[config.mk]
export PLATFORM = sky130hd
export DESIGN_NAME = ring_dwell_sequencer_flat
export DESIGN_NICKNAME = d
export VERILOG_FILES = /design/src/rtl/ring_seq_pkg.sv /design/src/rtl/ring_dwell_sequencer_if.sv /design/src/rtl/ring_peek_ctrl.sv /design/src/rtl/ring_dwell_sequencer.sv /design/src/flat_wrapper.sv
export SDC_FILE = /design/constraint.sdc
export NUM_CORES = 1
export LEC_CHECK = 0
export BUFFER_PORTS_ARGS = -buffer_cell sky130_fd_sc_hd__buf_2
export CORE_ASPECT_RATIO = 0.75
export CORE_MARGIN = 2
export CORE_UTILIZATION = 52
export CTS_CLUSTER_SIZE = 30
export DETAILED_ROUTE_END_ITERATION = 12
export PLACE_DENSITY_LB_ADDON = 0.08
export SLEW_MARGIN = 25
export SYNTH_ARGS = -nofsm -noshare
export SYNTH_HDL_FRONTEND = slang
export SYNTH_HIERARCHICAL = 1
export SYNTH_SLANG_ARGS = --single-unit
[constraint.sdc]
create_clock -name clk -period 2.3 [get_ports clk]
set_clock_uncertainty 0.2 [all_clocks]
set_input_delay 0.345 -clock clk [delete_from_list [all_inputs] [get_ports clk]]
set_output_delay 0.345 -clock clk [all_outputs]
set_load 0.05 [all_outputs]
[src/rtl/ring_seq_pkg.sv]
// Shared types and defaults for the ring dwell sequencer.
// Imported by the interface, the peek controller and the top.
package ring_seq_pkg;

  localparam int DATA_W_DEF   = 4;
  localparam int ADDR_W_DEF   = 7;
  localparam int DWELL_W_DEF  = 16;
  localparam int PEEK_TMO_DEF = 255;

  typedef enum logic [1:0] {
    IDLE,
    FETCH,
    DWELL
  } main_state_t;

  typedef enum logic {
    P_IDLE,
    P_WAIT
  } peek_state_t;

endpackage

[src/rtl/ring_dwell_sequencer_if.sv]
// Ring buffer consumer bus: sequential pop port plus random-read port.
// master = sequencer side, slave = ring side.
interface ring_dwell_sequencer_if
  import ring_seq_pkg::*;
#(
  parameter int DATA_W = DATA_W_DEF,
  parameter int ADDR_W = ADDR_W_DEF
);

  logic              ring_ready;
  logic [DATA_W-1:0] ring_dout;
  logic [ADDR_W-1:0] ring_index;
  logic              ring_rd_en;
  logic [ADDR_W-1:0] ring_rand_rd_addr;
  logic              ring_rand_rd_en;
  logic              ring_rand_rd_valid;

  modport master (
    input  ring_ready,
    input  ring_dout,
    input  ring_index,
    input  ring_rand_rd_valid,
    output ring_rd_en,
    output ring_rand_rd_addr,
    output ring_rand_rd_en
  );

  modport slave (
    output ring_ready,
    output ring_dout,
    output ring_index,
    output ring_rand_rd_valid,
    input  ring_rd_en,
    input  ring_rand_rd_addr,
    input  ring_rand_rd_en
  );

endinterface

[src/rtl/ring_peek_ctrl.sv]
// Host peek engine on the ring random-read port, with timeout.
// A pop in the same cycle wins; the request waits one cycle.
module ring_peek_ctrl
  import ring_seq_pkg::*;
#(
  parameter int DATA_W   = DATA_W_DEF,
  parameter int ADDR_W   = ADDR_W_DEF,
  parameter int PEEK_TMO = PEEK_TMO_DEF
) (
  input  logic              clk,
  input  logic              rst,
  input  logic              pop_this_cycle,
  input  logic              peek_req,
  input  logic [ADDR_W-1:0] peek_addr,
  input  logic              rand_rd_valid,
  input  logic [DATA_W-1:0] rd_data,
  output logic [ADDR_W-1:0] rand_rd_addr,
  output logic              rand_rd_en,
  output logic              peek_busy,
  output logic              peek_done,
  output logic              peek_err,
  output logic [DATA_W-1:0] peek_data
);

  localparam int TMO_W = $clog2(PEEK_TMO + 1);

  peek_state_t      state;
  peek_state_t      state_nx;
  logic             pend;
  logic             req;
  logic             accept;
  logic             got;
  logic             tmo;
  logic [TMO_W-1:0] tmo_cnt;

  assign req = peek_req | pend;

  always_ff @(posedge clk) begin
    if (rst) state <= P_IDLE;
    else     state <= state_nx;
  end

  always_comb begin
    state_nx = state;
    accept   = 1'b0;
    got      = 1'b0;
    tmo      = 1'b0;
    unique case (state)
      P_IDLE: begin
        if (req && !pop_this_cycle) begin
          accept   = 1'b1;
          state_nx = P_WAIT;
        end
      end
      P_WAIT: begin
        if (rand_rd_valid) begin
          got      = 1'b1;
          state_nx = P_IDLE;
        end else if (tmo_cnt == TMO_W'(PEEK_TMO - 1)) begin
          tmo      = 1'b1;
          state_nx = P_IDLE;
        end
      end
      default: state_nx = P_IDLE;
    endcase
  end

  always_ff @(posedge clk) begin
    if (rst) begin
      pend         <= 1'b0;
      rand_rd_addr <= '0;
      rand_rd_en   <= 1'b0;
      peek_busy    <= 1'b0;
      peek_done    <= 1'b0;
      peek_err     <= 1'b0;
      peek_data    <= '0;
      tmo_cnt      <= '0;
    end else begin
      pend      <= (state == P_IDLE) & req & pop_this_cycle;
      peek_done <= got | tmo;
      peek_err  <= tmo;
      if (accept) begin
        rand_rd_addr <= peek_addr;
        rand_rd_en   <= 1'b1;
        peek_busy    <= 1'b1;
        tmo_cnt      <= '0;
      end else if (got || tmo) begin
        rand_rd_en <= 1'b0;
        peek_busy  <= 1'b0;
      end else if (state == P_WAIT) begin
        tmo_cnt <= tmo_cnt + TMO_W'(1);
      end
      if (got) peek_data <= rd_data;
    end
  end

endmodule

[src/rtl/ring_dwell_sequencer.sv]
// Pops ring entries and dwells on each for dwell_len cycles.
// Host peeks share the ring via ring_peek_ctrl.
module ring_dwell_sequencer
  import ring_seq_pkg::*;
#(
  parameter int DATA_W   = DATA_W_DEF,
  parameter int ADDR_W   = ADDR_W_DEF,
  parameter int DWELL_W  = DWELL_W_DEF,
  parameter int PEEK_TMO = PEEK_TMO_DEF
) (
  input  logic                clk,
  input  logic                rst,
  input  logic                enable,
  input  logic [DWELL_W-1:0]  dwell_len,
  ring_dwell_sequencer_if.master ring,
  input  logic                peek_req,
  input  logic [ADDR_W-1:0]   peek_addr,
  output logic                peek_busy,
  output logic                peek_done,
  output logic                peek_err,
  output logic [DATA_W-1:0]   peek_data,
  output logic [DATA_W-1:0]   sel_data,
  output logic [ADDR_W-1:0]   sel_index,
  output logic                sel_valid,
  output logic                sel_strobe,
  output logic [15:0]         entry_count
);

  main_state_t       state;
  main_state_t       state_nx;
  logic              pop;
  logic [DWELL_W-1:0] dwell_cnt;
  logic [ADDR_W-1:0] rand_addr;
  logic              rand_en;

  always_ff @(posedge clk) begin
    if (rst) state <= IDLE;
    else     state <= state_nx;
  end

  // peek_busy covers rand_rd_en, so a pop never overlaps a random read
  always_comb begin
    state_nx = state;
    pop      = 1'b0;
    unique case (state)
      IDLE: begin
        if (enable) state_nx = FETCH;
      end
      FETCH: begin
        if (ring.ring_ready && !peek_busy) begin
          pop      = 1'b1;
          state_nx = DWELL;
        end else if (!enable) begin
          state_nx = IDLE;
        end
      end
      DWELL: begin
        if (dwell_cnt <= DWELL_W'(1))
          state_nx = enable ? FETCH : IDLE;
      end
      default: state_nx = IDLE;
    endcase
  end

  assign ring.ring_rd_en        = pop;
  assign ring.ring_rand_rd_addr = rand_addr;
  assign ring.ring_rand_rd_en   = rand_en;

  always_ff @(posedge clk) begin
    if (rst) begin
      sel_data    <= '0;
      sel_index   <= '0;
      sel_valid   <= 1'b0;
      sel_strobe  <= 1'b0;
      entry_count <= '0;
      dwell_cnt   <= '0;
    end else begin
      sel_strobe <= pop;
      if (pop) begin
        sel_data    <= ring.ring_dout;
        sel_index   <= ring.ring_index;
        sel_valid   <= 1'b1;
        entry_count <= entry_count + 16'd1;
        dwell_cnt   <= (dwell_len == '0) ? DWELL_W'(1) : dwell_len;
      end else if (state == DWELL) begin
        dwell_cnt <= dwell_cnt - DWELL_W'(1);
      end
    end
  end

  ring_peek_ctrl #(
    .DATA_W   (DATA_W),
    .ADDR_W   (ADDR_W),
    .PEEK_TMO (PEEK_TMO)
  ) u_peek (
    .clk            (clk),
    .rst            (rst),
    .pop_this_cycle (pop),
    .peek_req       (peek_req),
    .peek_addr      (peek_addr),
    .rand_rd_valid  (ring.ring_rand_rd_valid),
    .rd_data        (ring.ring_dout),
    .rand_rd_addr   (rand_addr),
    .rand_rd_en     (rand_en),
    .peek_busy      (peek_busy),
    .peek_done      (peek_done),
    .peek_err       (peek_err),
    .peek_data      (peek_data)
  );

endmodule

[src/flat_wrapper.sv]
// flat-port wrapper written by rule: the top's interface ports become plain ports
module ring_dwell_sequencer_flat import ring_seq_pkg::*;
#(
  parameter int DATA_W   = DATA_W_DEF,
  parameter int ADDR_W   = ADDR_W_DEF,
  parameter int DWELL_W  = DWELL_W_DEF,
  parameter int PEEK_TMO = PEEK_TMO_DEF
)
  (clk, rst, enable, dwell_len, peek_req, peek_addr, peek_busy, peek_done, peek_err, peek_data, sel_data, sel_index, sel_valid, sel_strobe, entry_count, ring_ring_ready, ring_ring_dout, ring_ring_index, ring_ring_rand_rd_valid, ring_ring_rd_en, ring_ring_rand_rd_addr, ring_ring_rand_rd_en);
  ring_dwell_sequencer_if #(.DATA_W(DATA_W), .ADDR_W(ADDR_W)) ring_i ();
  input  logic clk;
  input  logic rst;
  input  logic enable;
  input  logic [DWELL_W-1:0] dwell_len;
  input  logic peek_req;
  input  logic [ADDR_W-1:0] peek_addr;
  output logic peek_busy;
  output logic peek_done;
  output logic peek_err;
  output logic [DATA_W-1:0] peek_data;
  output logic [DATA_W-1:0] sel_data;
  output logic [ADDR_W-1:0] sel_index;
  output logic sel_valid;
  output logic sel_strobe;
  output logic [15:0] entry_count;
  input wire logic [$bits(ring_i.ring_ready)-1:0] ring_ring_ready;
  input wire logic [$bits(ring_i.ring_dout)-1:0] ring_ring_dout;
  input wire logic [$bits(ring_i.ring_index)-1:0] ring_ring_index;
  input wire logic [$bits(ring_i.ring_rand_rd_valid)-1:0] ring_ring_rand_rd_valid;
  output wire logic [$bits(ring_i.ring_rd_en)-1:0] ring_ring_rd_en;
  output wire logic [$bits(ring_i.ring_rand_rd_addr)-1:0] ring_ring_rand_rd_addr;
  output wire logic [$bits(ring_i.ring_rand_rd_en)-1:0] ring_ring_rand_rd_en;
  assign ring_i.ring_ready = ring_ring_ready;
  assign ring_i.ring_dout = ring_ring_dout;
  assign ring_i.ring_index = ring_ring_index;
  assign ring_i.ring_rand_rd_valid = ring_ring_rand_rd_valid;
  assign ring_ring_rd_en = ring_i.ring_rd_en;
  assign ring_ring_rand_rd_addr = ring_i.ring_rand_rd_addr;
  assign ring_ring_rand_rd_en = ring_i.ring_rand_rd_en;
  ring_dwell_sequencer #(.DATA_W(DATA_W), .ADDR_W(ADDR_W), .DWELL_W(DWELL_W), .PEEK_TMO(PEEK_TMO)) u_core (.clk(clk), .rst(rst), .enable(enable), .dwell_len(dwell_len), .ring(ring_i), .peek_req(peek_req), .peek_addr(peek_addr), .peek_busy(peek_busy), .peek_done(peek_done), .peek_err(peek_err), .peek_data(peek_data), .sel_data(sel_data), .sel_index(sel_index), .sel_valid(sel_valid), .sel_strobe(sel_strobe), .entry_count(entry_count));
endmodule
==> report_table.html, run 1 <==
<table>
<tr><th>Metric</th><th>Value</th></tr>
<tr><th colspan="2">STA</th></tr>
<tr><td>Final count of hold timing violations</td><td>0</td></tr>
<tr><td>Achievable frequency</td><td>0.4602 GHz</td></tr>
<tr><td>Min Clock Period, post-route</td><td>2.173 ns</td></tr>
<tr><td>Final setup violation count</td><td>0</td></tr>
<tr><td>Transition time of the tightest slew-check pin</td><td>0.5371 ns</td></tr>
<tr><td>Final period util</td><td>0.9447</td></tr>
<tr><td>Total count of max-transition violations in the final report</td><td>0</td></tr>
<tr><td>Worst max-slew margin expressed relative to the limit</td><td>0.6386</td></tr>
<tr><td>Setup slack after layout</td><td>0.1271 ns</td></tr>
<tr><td>Final-layout setup total negative slack</td><td>0 ns</td></tr>
<tr><td>Setup repair after global routing missed its margin</td><td>no</td></tr>
<tr><th colspan="2">Global routing</th></tr>
<tr><td>First-pass GRT wire length</td><td>13390 um</td></tr>
<tr><td>Antenna violations before repair</td><td>0</td></tr>
<tr><td>Global-route congestion overflow total</td><td>0</td></tr>
<tr><td>GRT Overall Usage</td><td>0.2479</td></tr>
<tr><td>Pin count of the biggest net entering global routing</td><td>31</td></tr>
<tr><td>Vias in the first global route</td><td>2831</td></tr>
<tr><th colspan="2">Logic synthesis</th></tr>
<tr><td>Cell type with the highest aggregate area in the netlist</td><td>sky130_fd_sc_hd__dfxtp_1</td></tr>
<tr><td>Post-Syn Nets</td><td>425</td></tr>
<tr><td>Cell types with the largest area share after synthesis</td><td>sky130_fd_sc_hd__dfxtp_1 44%, sky130_fd_sc_hd__nand2_1 6.5%, sky130_fd_sc_hd__a21oi_1 5.2%</td></tr>
<tr><td>Most used flip-flop cell after synthesis</td><td>sky130_fd_sc_hd__dfxtp_1</td></tr>
<tr><td>FF+latch count, synth</td><td>71</td></tr>
<tr><td>Per-instance average area after synthesis</td><td>8.544 sq um</td></tr>
<tr><td>Netlist area before placement</td><td>0.003247 sq mm</td></tr>
<tr><td>Post-synth cell types</td><td>58</td></tr>
<tr><td>Seq/Total Area, Yosys</td><td>0.4378</td></tr>
<tr><td>Number of instances in the synthesized netlist</td><td>380</td></tr>
<tr><td>EDFF count, synth</td><td>0</td></tr>
<tr><td>Number of warning messages in the yosys log</td><td>6</td></tr>
<tr><td>Synth async-reset ratio</td><td>0</td></tr>
<tr><td>Area share of the leading cell type in the synthesized netlist</td><td>0.4378</td></tr>
<tr><th colspan="2">Layout</th></tr>
<tr><td>Layout net count</td><td>514</td></tr>
<tr><td>Final core utilization</td><td>0.6709</td></tr>
<tr><td>Antenna diodes</td><td>0</td></tr>
<tr><td>Share of cells above drive strength 1</td><td>0.2812</td></tr>
<tr><td>Number of standard cells in the layout, taps in and fillers out</td><td>551</td></tr>
<tr><td>Growth of design area from synthesis to finish</td><td>22.24%</td></tr>
<tr><th colspan="2">Detailed routing</th></tr>
<tr><td>Post-detailed-route via-to-cell ratio</td><td>5.702</td></tr>
<tr><td>Count of unresolved DRC violations after routing</td><td>0</td></tr>
<tr><td>Initial DRC Count</td><td>140</td></tr>
<tr><td>Drt pass-1 iters</td><td>4</td></tr>
<tr><td>Post-detailed-routing wire length</td><td>8123 um</td></tr>
<tr><td>Routed WL per cell</td><td>14.74 um</td></tr>
<tr><td>Final ANT Viol Nets</td><td>0</td></tr>
<tr><td>Via count</td><td>3142</td></tr>
<tr><th colspan="2">CTS</th></tr>
<tr><td>Number of H-tree levels</td><td>3</td></tr>
<tr><td>TritonCTS clock tree</td><td>built</td></tr>
<tr><td>Hold bufs inserted after CTS</td><td>0</td></tr>
<tr><td>Post_cts resized</td><td>0</td></tr>
<tr><td>Clock Sinks</td><td>71</td></tr>
<tr><td>Post-CTS setup buffers</td><td>0</td></tr>
<tr><td>Number of CTS-inserted buffers</td><td>9</td></tr>
<tr><td>Max clock buf depth</td><td>2</td></tr>
<tr><td>Clock Tree Root</td><td>sky130_fd_sc_hd__clkbuf_8</td></tr>
<tr><td>Clock slew seen by the registers of the worst setup and hold paths</td><td>0.08 ns</td></tr>
<tr><td>Clock insertion delay at the later pin of the skew report</td><td>0.34 ns</td></tr>
<tr><th colspan="2">Setup path</th></tr>
<tr><td>CP Data Required Time</td><td>1.75 ns</td></tr>
<tr><td>Worst Path Arrival</td><td>1.63 ns</td></tr>
<tr><td>Reg2reg path depth</td><td>4</td></tr>
<tr><td>Destination of the worst register-to-register timing path</td><td>u_core/dwell_cnt[14]$_SDFFE_PP0P_</td></tr>
<tr><td>CP Launch Type</td><td>flop</td></tr>
<tr><td>Critical Path Sink Type</td><td>output port</td></tr>
<tr><td>Launch point of the worst reg-to-reg path</td><td>u_core/dwell_cnt[4]$_SDFFE_PP0P_</td></tr>
<tr><td>Worst setup slack for register-to-register paths</td><td>0.23 ns</td></tr>
<tr><td>Crit Path Class</td><td>reg2out</td></tr>
<tr><td>CP max FO</td><td>11</td></tr>
<tr><th colspan="2">Power and ir drop</th></tr>
<tr><td>Leakage power summed over all cells</td><td>1.657 nW</td></tr>
<tr><td>Maximum resistive drop on vdd</td><td>431.8 uV</td></tr>
<tr><td>Power density over cell area</td><td>716.7 mW/mm^2</td></tr>
<tr><th colspan="2">Placement</th></tr>
<tr><td>Post-placement worst setup slack</td><td>0.2449 ns</td></tr>
<tr><td>Number of buffer cells added on primary ports</td><td>84</td></tr>
<tr><td>Number of placed instances with taps included</td><td>536</td></tr>
<tr><td>Final weighted congestion of routability-driven global placement</td><td>0.9658</td></tr>
<tr><td>HPWL Detailed</td><td>5939 um</td></tr>
<tr><th colspan="2">Job</th></tr>
<tr><td>Max-Cap Viols</td><td>0</td></tr>
<tr><th colspan="2">Min path</th></tr>
<tr><td>Worst hold path depth</td><td>3</td></tr>
<tr><td>Startpoint of the lowest-slack hold path</td><td>ring_ring_index[5]</td></tr>
<tr><td>Class of the worst hold path</td><td>in2reg</td></tr>
<tr><td>Worst Hold Endpoint</td><td>u_core/sel_index[5]$_SDFFE_PP0P_</td></tr>
<tr><th colspan="2">Outcome</th></tr>
<tr><td>Outcome</td><td>finished, final reports clean</td></tr>
<tr><th colspan="2">Floorplanning</th></tr>
<tr><td>Std cell rows</td><td>24</td></tr>
<tr><td>Area of the core</td><td>0.005916 sq mm</td></tr>
<tr><td>Floorplan die area</td><td>0.006899 sq mm</td></tr>
<tr><td>Overall die width</td><td>95.25 um</td></tr>
<tr><td>Initial standard-cell utilization of the core</td><td>0.5489</td></tr>
<tr><td># IOs</td><td>85</td></tr>
<tr><td>Chip Height</td><td>72.43 um</td></tr>
</table>
## worst max-delay path: stages (launching register included)
cell and delay, ns:
sky130_fd_sc_hd__dfxtp_1 0.47, sky130_fd_sc_hd__nand4bb_1 0.18, sky130_fd_sc_hd__inv_2 0.16, sky130_fd_sc_hd__buf_4 0.20, sky130_fd_sc_hd__buf_2 0.28
## metrics by stage
step	power (mW)	instance area, sq um	hold WS, ns
after detailed placement	1.801	3759	0.2452
after global routing	2.963	3969	0.03049
after floorplan	1.672	3249	0.2361
after CTS	2.861	3969	0.02028
after global placement	1.795	3759	0.2400
final	2.844	3969	0.03503
## cells in the mapped netlist (7+ instances only)
library cell	n
sky130_fd_sc_hd__o21ai_0	12
sky130_fd_sc_hd__inv_1	7
sky130_fd_sc_hd__a21oi_1	34
sky130_fd_sc_hd__nor4_1	9
sky130_fd_sc_hd__nand3_1	25
sky130_fd_sc_hd__nor2_1	34
sky130_fd_sc_hd__a31oi_1	9
sky130_fd_sc_hd__clkbuf_1	8
sky130_fd_sc_hd__nand2_1	56
sky130_fd_sc_hd__dfxtp_1	71
sky130_fd_sc_hd__nand4_1	8
sky130_fd_sc_hd__nor3_1	7
sky130_fd_sc_hd__xor2_1	11
## layout make-up
type / instances / area, sq um
fillers: 501 / 1947
multi-input cells: 284 / 1702
flip-flops and latches: 71 / 1423
repair buffers: 96 / 510.5
clock buffers: 9 / 123.9
well taps: 78 / 97.59
clock inverters: 6 / 86.33
inverters: 7 / 26.28
## cells in the final DEF, fill, tap and decap left out, types with 3 or more instances in the layout
master,Yosys,final
sky130_fd_sc_hd__buf_2,1,84
sky130_fd_sc_hd__dfxtp_1,71,70
sky130_fd_sc_hd__nand2_1,56,56
sky130_fd_sc_hd__a21oi_1,34,34
sky130_fd_sc_hd__nor2_1,34,34
sky130_fd_sc_hd__nand3_1,25,25
sky130_fd_sc_hd__buf_4,1,12
sky130_fd_sc_hd__o21ai_0,12,12
sky130_fd_sc_hd__xor2_1,11,11
sky130_fd_sc_hd__clkbuf_8,1,9
sky130_fd_sc_hd__nor4_1,9,9
sky130_fd_sc_hd__a31oi_1,9,9
sky130_fd_sc_hd__nand4_1,8,8
sky130_fd_sc_hd__nor3_1,7,7
sky130_fd_sc_hd__inv_1,7,6
sky130_fd_sc_hd__or3_1,6,6
sky130_fd_sc_hd__o31ai_1,6,6
sky130_fd_sc_hd__nor2b_1,5,5
sky130_fd_sc_hd__xnor2_1,5,5
sky130_fd_sc_hd__ha_1,5,5
sky130_fd_sc_hd__mux2_2,4,4
sky130_fd_sc_hd__or4_1,4,4
sky130_fd_sc_hd__and2_1,3,3
## cells by family after synthesis
kind of cell | count (synthesis) | synth area share
mux | 4 | 0.01387
fa+ha+maj | 5 | 0.01927
flops | 71 | 0.4378
xor+xnor | 16 | 0.04316
compound gates | 79 | 0.1538
simple gates | 180 | 0.2940
buf+inv | 25 | 0.03815
## worst max-delay path by stage
stage | endpoint | cells past startpoint | slack (ns) | startpoint
floorplan | u_core/u_peek/tmo_cnt[1]$_SDFFE_PP0P_ | 8 | 0.05 | u_core/u_peek/peek_busy$_SDFFE_PP0P_
global placement | u_core/dwell_cnt[14]$_SDFFE_PP0P_ | 4 | 0.29 | u_core/dwell_cnt[4]$_SDFFE_PP0P_
detailed placement | u_core/dwell_cnt[14]$_SDFFE_PP0P_ | 4 | 0.24 | u_core/dwell_cnt[4]$_SDFFE_PP0P_
CTS | ring_ring_rd_en | 4 | 0.06 | u_core/state[0]$_SDFFE_PP0P_
global route | ring_ring_rd_en | 4 | 0.06 | u_core/state[0]$_SDFFE_PP0P_
finish | ring_ring_rd_en | 4 | 0.13 | u_core/state[0]$_SDFFE_PP0P_
## flip-flops by register name, summed over array words and instances (netlist names)
register and count:
u_core/sel_data 4, u_core/u_peek/state 1, u_core/u_peek/peek_done 1, u_core/sel_strobe 1, u_core/dwell_cnt 16, u_core/u_peek/tmo_cnt 8, u_core/u_peek/peek_data 4, u_core/u_peek/pend 1
u_core/entry_count 16, u_core/u_peek/peek_err 1, u_core/u_peek/peek_busy 1, u_core/sel_valid 1, u_core/sel_index 7, u_core/state 2, u_core/u_peek/rand_rd_addr 7
## per-layer routing
layer,vias up,track usage,routed length (um)
met5,-,0,0
met4,0,0.06119,72
met3,7,0.07892,616
met2,113,0.3842,3623
met1,1476,0.3375,3811
li1,1546,-,-
## where the power goes
group	switching (mW)	internal, mW	total (mW)
Sequential	0.0554	1.28	1.34
Combinational	0.297	0.149	0.446
Clock	0.460	0.602	1.06
Total	0.812	2.03	2.84
Note: power is estimated with default switching activity, not from simulation.
==> run 2: changes to the inputs <==
ABC_AREA = 1   (was unset)
CORE_UTILIZATION = 54   (was 52)
==> report_table.html, run 2 <==
<table>
<tr><th>Metric</th><th>Value</th></tr>
<tr><th colspan="2">Outcome</th></tr>
<tr><td>Outcome</td><td>finished, final reports clean</td></tr>
<tr><th colspan="2">STA</th></tr>
<tr><td>Final count of hold timing violations</td><td>0</td></tr>
<tr><td>Total count of max-transition violations in the final report</td><td>0</td></tr>
<tr><td>Hold slack</td><td>0.02530 ns</td></tr>
<tr><td>Final setup violation count</td><td>0</td></tr>
<tr><td>Setup repair after global routing missed its margin</td><td>no</td></tr>
<tr><td>Achievable frequency</td><td>0.5202 GHz</td></tr>
<tr><td>Final-layout setup total negative slack</td><td>0 ns</td></tr>
<tr><td>Final period util</td><td>0.8358</td></tr>
<tr><td>Transition time of the tightest slew-check pin</td><td>0.3810 ns</td></tr>
<tr><td>Min Clock Period, post-route</td><td>1.922 ns</td></tr>
<tr><td>Worst max-slew margin expressed relative to the limit</td><td>0.7454</td></tr>
<tr><td>Setup slack after layout</td><td>0.3778 ns</td></tr>
<tr><th colspan="2">Layout</th></tr>
<tr><td>Commonest cells after routing, fill and taps aside</td><td>121 x sky130_fd_sc_hd__nand2_1, 101 x sky130_fd_sc_hd__nor2_1, 84 x sky130_fd_sc_hd__buf_2</td></tr>
<tr><td>Largest registers</td><td>u_core/dwell_cnt: 16 flops, u_core/entry_count: 16 flops, u_core/u_peek/tmo_cnt: 8 flops</td></tr>
<tr><td>Footprint of the multi-input gates</td><td>0.001858 sq mm</td></tr>
<tr><td>Layout net count</td><td>668</td></tr>
<tr><td>Share of cells above drive strength 1</td><td>0.2121</td></tr>
<tr><td>Most common cell after layout, fill and taps aside</td><td>sky130_fd_sc_hd__nand2_1</td></tr>
<tr><td>Fill cell instance count of the final layout</td><td>589</td></tr>
<tr><td>Final core utilization</td><td>0.6737</td></tr>
<tr><td>Antenna diodes</td><td>0</td></tr>
<tr><td>Area taken by flip-flops and latches</td><td>0.001421 sq mm</td></tr>
<tr><td>Growth of design area from synthesis to finish</td><td>19.76%</td></tr>
<tr><th colspan="2">CTS</th></tr>
<tr><td>Clock insertion delay at the later pin of the skew report</td><td>0.34 ns</td></tr>
<tr><td>Hold bufs inserted after CTS</td><td>0</td></tr>
<tr><td>Post-CTS setup buffers</td><td>0</td></tr>
<tr><td>Max clock buf depth</td><td>2</td></tr>
<tr><td>Clock Tree Root</td><td>sky130_fd_sc_hd__clkbuf_8</td></tr>
<tr><td>Clock slew seen by the registers of the worst setup and hold paths</td><td>0.07 ns</td></tr>
<tr><td>Number of CTS-inserted buffers</td><td>9</td></tr>
<tr><td>Clock Sinks</td><td>71</td></tr>
<tr><td>Number of H-tree levels</td><td>3</td></tr>
<tr><td>Post_cts resized</td><td>0</td></tr>
<tr><td>TritonCTS clock tree</td><td>built</td></tr>
<tr><th colspan="2">Setup path</th></tr>
<tr><td>Worst setup slack for register-to-register paths</td><td>0.45 ns</td></tr>
<tr><td>Slowest cell on the critical path</td><td>sky130_fd_sc_hd__dfxtp_1</td></tr>
<tr><td>Endpoint of the most critical setup path</td><td>ring_ring_rd_en</td></tr>
<tr><td>Reg2reg path depth</td><td>9</td></tr>
<tr><td>Crit Path Class</td><td>reg2out</td></tr>
<tr><td>CP max FO</td><td>13</td></tr>
<tr><td>Worst path cell trace</td><td>inv_1 -&gt; nand2_2 -&gt; nor2_8 -&gt; buf_2</td></tr>
<tr><td>CP Launch Type</td><td>flop</td></tr>
<tr><td>Critical Path Sink Type</td><td>output port</td></tr>
<tr><td>Max stage delay on crit path</td><td>0.34 ns</td></tr>
<tr><td>CP startpoint</td><td>u_core/u_peek/peek_busy$_SDFFE_PP0P_</td></tr>
<tr><td>Worst Path Arrival</td><td>1.38 ns</td></tr>
<tr><td>Launch point of the worst reg-to-reg path</td><td>u_core/u_peek/peek_busy$_SDFFE_PP0P_</td></tr>
<tr><td>Destination of the worst register-to-register timing path</td><td>u_core/u_peek/tmo_cnt[1]$_SDFFE_PP0P_</td></tr>
<tr><td>CP Data Required Time</td><td>1.75 ns</td></tr>
<tr><th colspan="2">Floorplanning</th></tr>
<tr><td>Overall die width</td><td>98.15 um</td></tr>
<tr><td>Chip Height</td><td>74.61 um</td></tr>
<tr><td>Initial standard-cell utilization of the core</td><td>0.5625</td></tr>
<tr><td># IOs</td><td>85</td></tr>
<tr><td>Area of the core</td><td>0.006381 sq mm</td></tr>
<tr><td>Floorplan die area</td><td>0.007323 sq mm</td></tr>
<tr><td>Std cell rows</td><td>25</td></tr>
<tr><th colspan="2">Placement</th></tr>
<tr><td>Number of buffer cells added on primary ports</td><td>84</td></tr>
<tr><td>Final weighted congestion of routability-driven global placement</td><td>0.8846</td></tr>
<tr><td>HPWL Detailed</td><td>6325 um</td></tr>
<tr><td>Post-placement worst setup slack</td><td>0.4265 ns</td></tr>
<tr><th colspan="2">Power and ir drop</th></tr>
<tr><td>Post-layout power</td><td>3.054 mW</td></tr>
<tr><td>Power density over cell area</td><td>710.3 mW/mm^2</td></tr>
<tr><td>Maximum resistive drop on vdd</td><td>378.6 uV</td></tr>
<tr><td>Leakage power summed over all cells</td><td>2.013 nW</td></tr>
<tr><th colspan="2">Logic synthesis</th></tr>
<tr><td>Synth async-reset ratio</td><td>0</td></tr>
<tr><td>FF+latch count, synth</td><td>71</td></tr>
<tr><td>Post-synth cell types</td><td>36</td></tr>
<tr><td>Netlist area before placement</td><td>0.003590 sq mm</td></tr>
<tr><td>Most used flip-flop cell after synthesis</td><td>sky130_fd_sc_hd__dfxtp_1</td></tr>
<tr><td>Cell type with the highest aggregate area in the netlist</td><td>sky130_fd_sc_hd__dfxtp_1</td></tr>
<tr><td>Number of warning messages in the yosys log</td><td>6</td></tr>
<tr><td>Area share of the leading cell type in the synthesized netlist</td><td>0.3960</td></tr>
<tr><td>EDFF count, synth</td><td>0</td></tr>
<tr><td>Number of instances in the synthesized netlist</td><td>537</td></tr>
<tr><td>Per-instance average area after synthesis</td><td>6.685 sq um</td></tr>
<tr><td>Cell with the most instances after synthesis</td><td>sky130_fd_sc_hd__nand2_1</td></tr>
<tr><td>Leading post-synthesis cells by instance count</td><td>121 x sky130_fd_sc_hd__nand2_1, 101 x sky130_fd_sc_hd__nor2_1, 71 x sky130_fd_sc_hd__dfxtp_1</td></tr>
<tr><td>Seq/Total Area, Yosys</td><td>0.3960</td></tr>
<tr><td>Cell types with the largest area share after synthesis</td><td>sky130_fd_sc_hd__dfxtp_1 40%, sky130_fd_sc_hd__nand2_1 13%, sky130_fd_sc_hd__nor2_1 11%</td></tr>
<tr><td>Post-Syn Nets</td><td>582</td></tr>
<tr><th colspan="2">Global routing</th></tr>
<tr><td>Vias in the first global route</td><td>3132</td></tr>
<tr><td>Antenna violations before repair</td><td>0</td></tr>
<tr><td>Pin count of the biggest net entering global routing</td><td>30</td></tr>
<tr><td>First-pass GRT wire length</td><td>14460 um</td></tr>
<tr><td>GRT Overall Usage</td><td>0.2447</td></tr>
<tr><td>Global-route congestion overflow total</td><td>0</td></tr>
<tr><th colspan="2">Detailed routing</th></tr>
<tr><td>Initial DRC Count</td><td>306</td></tr>
<tr><td>Drt pass-1 iters</td><td>5</td></tr>
<tr><td>Post-detailed-route via-to-cell ratio</td><td>5.171</td></tr>
<tr><td>Post-detailed-routing wire length</td><td>8828 um</td></tr>
<tr><td>Count of unresolved DRC violations after routing</td><td>0</td></tr>
<tr><td>Routed WL per cell</td><td>12.47 um</td></tr>
<tr><td>Final ANT Viol Nets</td><td>0</td></tr>
<tr><td>Via count</td><td>3661</td></tr>
<tr><th colspan="2">Job</th></tr>
<tr><td>Max-Cap Viols</td><td>0</td></tr>
<tr><th colspan="2">Min path</th></tr>
<tr><td>Class of the worst hold path</td><td>in2reg</td></tr>
</table>
## run 2: power by group
part           total [mW]  internal (mW)  leakage (nW)  switching (mW)
logic               0.620          0.186          1.33           0.435
registers            1.33           1.29         0.577          0.0435
clock network        1.10          0.636         0.109           0.467
total                3.05           2.11          2.01           0.945
## run 2: kinds of logic after synthesis
kind of cell	count (synthesis)	synth area share
adders and majority gates	5	0.01743
buffers and inverters	75	0.08644
DFF	71	0.3960
xor gates and xnor gates	4	0.009761
AOI/OAI and AO/OA	84	0.1251
and+or+nand+nor	298	0.3653
## run 2: worst min path at each step
stage / cells past startpoint / slack, ns / startpoint / endpoint
final: 3 / 0.03 / ring_ring_index[2] / u_core/sel_index[2]$_SDFFE_PP0P_
after global routing: 3 / 0.03 / ring_ring_index[2] / u_core/sel_index[2]$_SDFFE_PP0P_
after CTS: 3 / 0.01 / ring_ring_index[3] / u_core/sel_index[3]$_SDFFE_PP0P_
after detailed placement: 2 / 0.25 / u_core/u_peek/rand_rd_addr[1]$_SDFFE_PP0P_ / u_core/u_peek/rand_rd_addr[1]$_SDFFE_PP0P_
after global placement: 2 / 0.25 / u_core/u_peek/rand_rd_addr[1]$_SDFFE_PP0P_ / u_core/u_peek/rand_rd_addr[1]$_SDFFE_PP0P_
after floorplan: 1 / 0.21 / rst / u_core/u_peek/state$_SDFF_PP0_
## run 2: through the flow
| step | cell area (sq um) | cells |
|---|---|---|
| after floorplan | 3590 | 537 |
| after global placement | 4080 | 693 |
| after detailed placement | 4080 | 693 |
| after CTS | 4299 | 708 |
| after global routing | 4299 | 708 |
| final | 4299 | 708 |
## run 2: per-layer routing
metal,vias to the layer above,track usage,wire length [um]
met3,11,0.06128,685
met2,147,0.4003,3933
met4,0,0.06545,86
li1,1884,-,-
met5,-,0,0
met1,1619,0.3310,4122
## run 2: worst max-delay path, delay by kind of cell (launching register included)
family        cells  cell delay (ns)
buf+inv           2             0.38
flops             1             0.34
simple gates      2             0.31
## run 2: cell type report
class | count | share of cell area
clock buffers | 10 | 0.03201
clock inverters | 5 | 0.01892
inverters | 59 | 0.05268
multi-input cells | 391 | 0.4322
flip-flops and latches | 71 | 0.3306
well taps | 81 | 0.02357
repair buffers | 91 | 0.1100
